===== src/rtl/vdp_super_vram_arbiter.sv =====
// Slot-based arbiter for the shared 32-bit VRAM port in super modes. It serves the display, the command engine, the CPU and a per-line refresh.
// Optional macro SUPER_ARB_CPU_PRIORITY_EN gives CPU strict priority over CMD instead of round-robin.
module vdp_super_vram_arbiter #(
  parameter int REFRESH_CX = 721
) (
  input  logic        clk,
  input  logic        reset,
  input  logic        vdp_super,
  input  logic [9:0]  cx,
  input  logic        super_res_drawing,
  input  logic [17:0] super_res_vram_addr,
  input  logic        cmd_req,
  input  logic        cmd_wr,
  input  logic [19:0] cmd_addr,
  input  logic [7:0]  cmd_wdata,
  output logic        cmd_ack,
  output logic [7:0]  cmd_rdata,
  input  logic        cpu_req,
  input  logic        cpu_wr,
  input  logic [19:0] cpu_addr,
  input  logic [7:0]  cpu_wdata,
  output logic        cpu_ack,
  output logic [7:0]  cpu_rdata,
  output logic        mem_rd,
  output logic        mem_wr,
  output logic        mem_refresh,
  output logic [17:0] mem_addr,
  output logic [3:0]  mem_be,
  output logic [31:0] mem_wdata,
  input  logic [31:0] mem_rdata
);

  typedef enum logic [2:0] {OWN_NONE, OWN_DISP, OWN_CMD, OWN_CPU, OWN_REF} owner_t;

  owner_t      owner_reg, owner_next;
  logic        last_grant_reg, last_grant_next;  // 1: CPU was served last
  logic        req_wr_reg, req_wr_next;
  logic [1:0]  req_lane_reg, req_lane_next;
  logic        mem_rd_next, mem_wr_next, mem_refresh_next;
  logic [17:0] mem_addr_next;
  logic [3:0]  mem_be_next;
  logic [31:0] mem_wdata_next;
  logic        cmd_ack_next, cpu_ack_next;
  logic [7:0]  cmd_rdata_next, cpu_rdata_next;
  logic        refresh_hit, cmd_wins, grant_any, sel_wr;
  logic [19:0] sel_addr;
  logic [7:0]  sel_wdata, lane_byte;

  // Registered strobes are computed in the phase-0 cycle so they appear in the phase-1 cycle.
  assign refresh_hit = ((cx + 10'd1) == REFRESH_CX[9:0]);
  assign lane_byte   = mem_rdata[{req_lane_reg, 3'b000} +: 8];

`ifdef SUPER_ARB_CPU_PRIORITY_EN
  assign cmd_wins = cmd_req && !cpu_req;
`else
  assign cmd_wins = cmd_req && (!cpu_req || last_grant_reg);
`endif

  assign grant_any = cmd_req || cpu_req;
  assign sel_wr    = cmd_wins ? cmd_wr    : cpu_wr;
  assign sel_addr  = cmd_wins ? cmd_addr  : cpu_addr;
  assign sel_wdata = cmd_wins ? cmd_wdata : cpu_wdata;

  always_comb begin
    owner_next       = owner_reg;
    last_grant_next  = last_grant_reg;
    req_wr_next      = req_wr_reg;
    req_lane_next    = req_lane_reg;
    mem_rd_next      = 1'b0;
    mem_wr_next      = 1'b0;
    mem_refresh_next = 1'b0;
    mem_addr_next    = 18'd0;
    mem_be_next      = 4'd0;
    mem_wdata_next   = 32'd0;
    cmd_ack_next     = 1'b0;
    cpu_ack_next     = 1'b0;
    cmd_rdata_next   = cmd_rdata;
    cpu_rdata_next   = cpu_rdata;
    if (!vdp_super) begin
      owner_next      = OWN_NONE;
      last_grant_next = 1'b1;
      req_wr_next     = 1'b0;
      req_lane_next   = 2'd0;
      cmd_rdata_next  = 8'd0;
      cpu_rdata_next  = 8'd0;
    end else begin
      case (cx[1:0])
        2'd0: begin
          if (refresh_hit) begin
            owner_next       = OWN_REF;
            mem_refresh_next = 1'b1;
          end else if (super_res_drawing) begin
            owner_next    = OWN_DISP;
            mem_rd_next   = 1'b1;
            mem_addr_next = super_res_vram_addr;
          end else if (grant_any) begin
            owner_next      = cmd_wins ? OWN_CMD : OWN_CPU;
            last_grant_next = !cmd_wins;
            req_wr_next     = sel_wr;
            req_lane_next   = sel_addr[1:0];
            mem_addr_next   = sel_addr[19:2];
            if (sel_wr) begin
              mem_wr_next    = 1'b1;
              mem_be_next    = 4'b0001 << sel_addr[1:0];
              mem_wdata_next = {4{sel_wdata}};
            end else begin
              mem_rd_next = 1'b1;
              mem_be_next = 4'b1111;
            end
          end else begin
            owner_next = OWN_NONE;
          end
        end
        2'd2: begin
          // Ack and read byte are registered so they appear in the phase-3 cycle.
          if (owner_reg == OWN_CMD) begin
            cmd_ack_next = 1'b1;
            if (!req_wr_reg) cmd_rdata_next = lane_byte;
          end
          if (owner_reg == OWN_CPU) begin
            cpu_ack_next = 1'b1;
            if (!req_wr_reg) cpu_rdata_next = lane_byte;
          end
        end
        2'd3: owner_next = OWN_NONE;
        default: ;
      endcase
    end
  end

  always_ff @(posedge clk or posedge reset) begin
    if (reset) begin
      owner_reg      <= OWN_NONE;
      last_grant_reg <= 1'b1;
      req_wr_reg     <= 1'b0;
      req_lane_reg   <= 2'd0;
      mem_rd         <= 1'b0;
      mem_wr         <= 1'b0;
      mem_refresh    <= 1'b0;
      mem_addr       <= 18'd0;
      mem_be         <= 4'd0;
      mem_wdata      <= 32'd0;
      cmd_ack        <= 1'b0;
      cpu_ack        <= 1'b0;
      cmd_rdata      <= 8'd0;
      cpu_rdata      <= 8'd0;
    end else begin
      owner_reg      <= owner_next;
      last_grant_reg <= last_grant_next;
      req_wr_reg     <= req_wr_next;
      req_lane_reg   <= req_lane_next;
      mem_rd         <= mem_rd_next;
      mem_wr         <= mem_wr_next;
      mem_refresh    <= mem_refresh_next;
      mem_addr       <= mem_addr_next;
      mem_be         <= mem_be_next;
      mem_wdata      <= mem_wdata_next;
      cmd_ack        <= cmd_ack_next;
      cpu_ack        <= cpu_ack_next;
      cmd_rdata      <= cmd_rdata_next;
      cpu_rdata      <= cpu_rdata_next;
    end
  end

endmodule


===== config.mk =====
export PLATFORM = sky130hd
export DESIGN_NAME = vdp_super_vram_arbiter
export DESIGN_NICKNAME = d
export VERILOG_FILES = /design/src/rtl/vdp_super_vram_arbiter.sv
export SDC_FILE = /design/constraint.sdc
export NUM_CORES = 1
export LEC_CHECK = 0
export ABC_CLOCK_PERIOD_IN_PS = 2390
export CAP_MARGIN = 10
export CORE_ASPECT_RATIO = 0.75
export CORE_MARGIN = 8
export CORE_UTILIZATION = 30
export CTS_CLUSTER_SIZE = 16
export DETAILED_ROUTE_END_ITERATION = 8
export HOLD_SLACK_MARGIN = 0.08
export PLACE_DENSITY = 0.67
export SLEW_MARGIN = 20
export SYNTH_ARGS = -nofsm -noshare
export SYNTH_HDL_FRONTEND = slang
export SYNTH_SLANG_ARGS = --single-unit

===== constraint.sdc =====
create_clock -name clk -period 2.39 [get_ports clk]
set_input_delay 0.478 -clock clk [delete_from_list [all_inputs] [get_ports clk]]
set_output_delay 0.478 -clock clk [all_outputs]
set_load 0.05 [all_outputs]

==> reports/results.txt <==
status: finished clean
setup TNS: 0 ns
Final ANT Viol Nets: 0
Reg with most FFs: mem_addr
Hold Crit Class: reg -> reg
endpoints failing hold: 0
fin crit share: 0.8528
initial DRC count: 123
Post-Syn Nets: 408
Initial Util: 0.3078
routed via count: 2894
die area: 13340 sq um
Post-CTS Hold Fix Bufs: 0
Least-Margin Pin Slew: 0.5726 ns
Placer Congestion: 0.7885
Post-Syn Area: 2960 sq um
Setup violations, final: 0
maximum VDD drop: 0.4228 mV
Area growth syn-to-layout: 81.53%
Mapped Cells: 284
CP max-delay cell: clkdlybuf4s50_1
clk slew on worst S/H paths: 0.05 ns
DP HPWL: 8.749 mm
max incr delay on CP: 0.83 ns
Overall Global Routing Usage: 0.1590
Routed WL per cell: 17.67 um
share of cells above drive strength 1: 0.1113
number of global-route vias before repair: 3174
Clock Tree Buf Depth: 2
Synth top cells by count: dfrtp_1 (57), nand2_1 (57), a21oi_1 (30)
# rows: 31
grt total ovfl: 0
Flop pwr share: 0.336
max reg flops: 18
crit end category: primary output
Ant. Diodes: 0
Slew HR: 0.6177
minimum clock period: 2.038 ns
post-synth top area cell: dfrtp_1
worst endpoint required time: 1.91 ns
Post-synth EDFFs: 0
fmax: 490.6 MHz
YS warnings: 0
Avg Synthesized Cell Area: 10.42 sq um
sequential element share of the synthesized area: 0.4907
Switching Share: 0.2198
clk_lat worst skew: 0.32 ns
share of the synthesized area in the top cell type: 0.4818
pin count of the biggest net entering global routing: 27
Switch Pwr: 0.6621 mW
WL final: 10.75 mm
crit-path leading delay family: buffers and inverters
register bit count reported by yosys: 58
static leakage: 2.170 nW
RSZ-0062 raised after global routing: false
Buf/Inv on CP: 1
Slew Viols, Final: 0
critical path cell sequence: clkdlybuf4s50_1
WP data arrival: 1.56 ns
Comb pwr share: 0.161
htree depth: 3
Post-CTS Setup Repair Bufs: 0
first-pass GRT wire length: 16.50 mm
most area-consuming cells after synthesis: dfrtp_1 (48%), nand2_1 (7.2%), buf_4 (6.1%)
routed vias/inst: 4.760
post-CTS sizing: 0
Setup Skew: 0.004052 ns
root buf cell: clkbuf_16
number of CTS-inserted buffers: 9
share of flip-flops with an asynchronous set or reset: 1.000
drt first pass iters: 4
Pwr Density: 560.4 nW/um^2
Sink Count: 58
Die Y: 102.0 um
synth unique cells: 38
Primary FF master, synth: dfrtp_1
I/O Buffers: 198
MaxCap Viol Count: 0
die width: 130.7 um
Int Power: 2.350 mW
clock tree from TritonCTS: built
crit path kind: reg -> out
CORE AREA: 9619 sq um
initial antenna violation count: 0
Setup crit start kind: register
drc violations: 0
crit path max fanout: 4
total power draw: 3.012 mW
I/O Pins: 199
Clock Power Share: 0.503
Post-layout nets: 595
## final timing paths
check | to | from | depth (start not counted) | slack, ns
setup / recovery | mem_wdata[19] | mem_wdata[27] | 1 | 0.35
hold / removal | last_grant_reg | last_grant_reg | 2 | 0.48
setup reg to reg | mem_addr[8] | last_grant_reg | 5 | 0.67
hold reg to reg | last_grant_reg | last_grant_reg | 2 | 0.48
max in group asynchronous | last_grant_reg | reset | 3 | 1.23
min in group asynchronous | mem_wdata[30] | reset | 2 | 0.54
## final cells by class
cell class                      count  area, sq um
Timing Repair Buffer              217         2150
Sequential cell                    58         1453
Fill cell                         855         4245
Tap cell                          132        165.2
Clock buffer                       12        256.5
Clock inverter                      4        97.59
Multi-Input combinational cell    180         1234
Inverter                            5        18.77
## per-layer routing
layer,track usage,vias to the layer above,share of wire
met1,0.1890,1370,0.41
met5,0,-,0
li1,-,1390,-
met3,0.06361,6,0.10
met4,0.03166,0,0.0060
met2,0.2671,128,0.48
## cell families after synthesis
family,after synthesis,share of synthesized area
compound gates,82,0.2050
xor+xnor,1,0.002959
buf+inv,46,0.09256
flops,58,0.4907
mux,10,0.06762
simple gates,87,0.1412
## cell usage in the layout, fill, tap and decap left out, drive strengths merged, types with 5 or more instances in the layout
cell / Yosys / layout
clkdlybuf4s50: 0 / 198
nand2: 57 / 57
dfrtp: 57 / 57
a21oi: 30 / 30
buf: 34 / 19
o2bb2ai: 18 / 18
a32oi: 18 / 18
clkbuf: 7 / 12
mux4: 8 / 8
a31oi: 6 / 6
nand3b: 6 / 6
nor3: 5 / 5
inv: 5 / 5
## power by group through the flow
stage	clock (mW)	sequential [mW]	combinational, mW
after CTS	1.54	1.01	0.491
after detailed placement	0	1.03	0.488
after global routing	1.59	1.01	0.522
after global placement	0	1.03	0.480
after floorplan	0	1.07	0.155
final	1.51	1.01	0.486
## stage by stage
step / std cells / worst slack [ns] / util / hold WS, ns / area (sq um)
4_1_cts: 608 / 0.3168 / 0.5587 / 0.4844 / 5374
3_3_place_gp: 592 / 0.2049 / 0.5219 / 0.4531 / 5020
2_1_floorplan: 284 / 0.4857 / - / 0.4443 / 2960
3_5_place_dp: 592 / 0.1593 / 0.5219 / 0.4755 / 5020
6_report: 608 / 0.3518 / 0.5587 / 0.4820 / 5374
5_1_grt: 608 / 0.2642 / 0.5587 / 0.5026 / 5374
(Power assumes the default switching activity.)
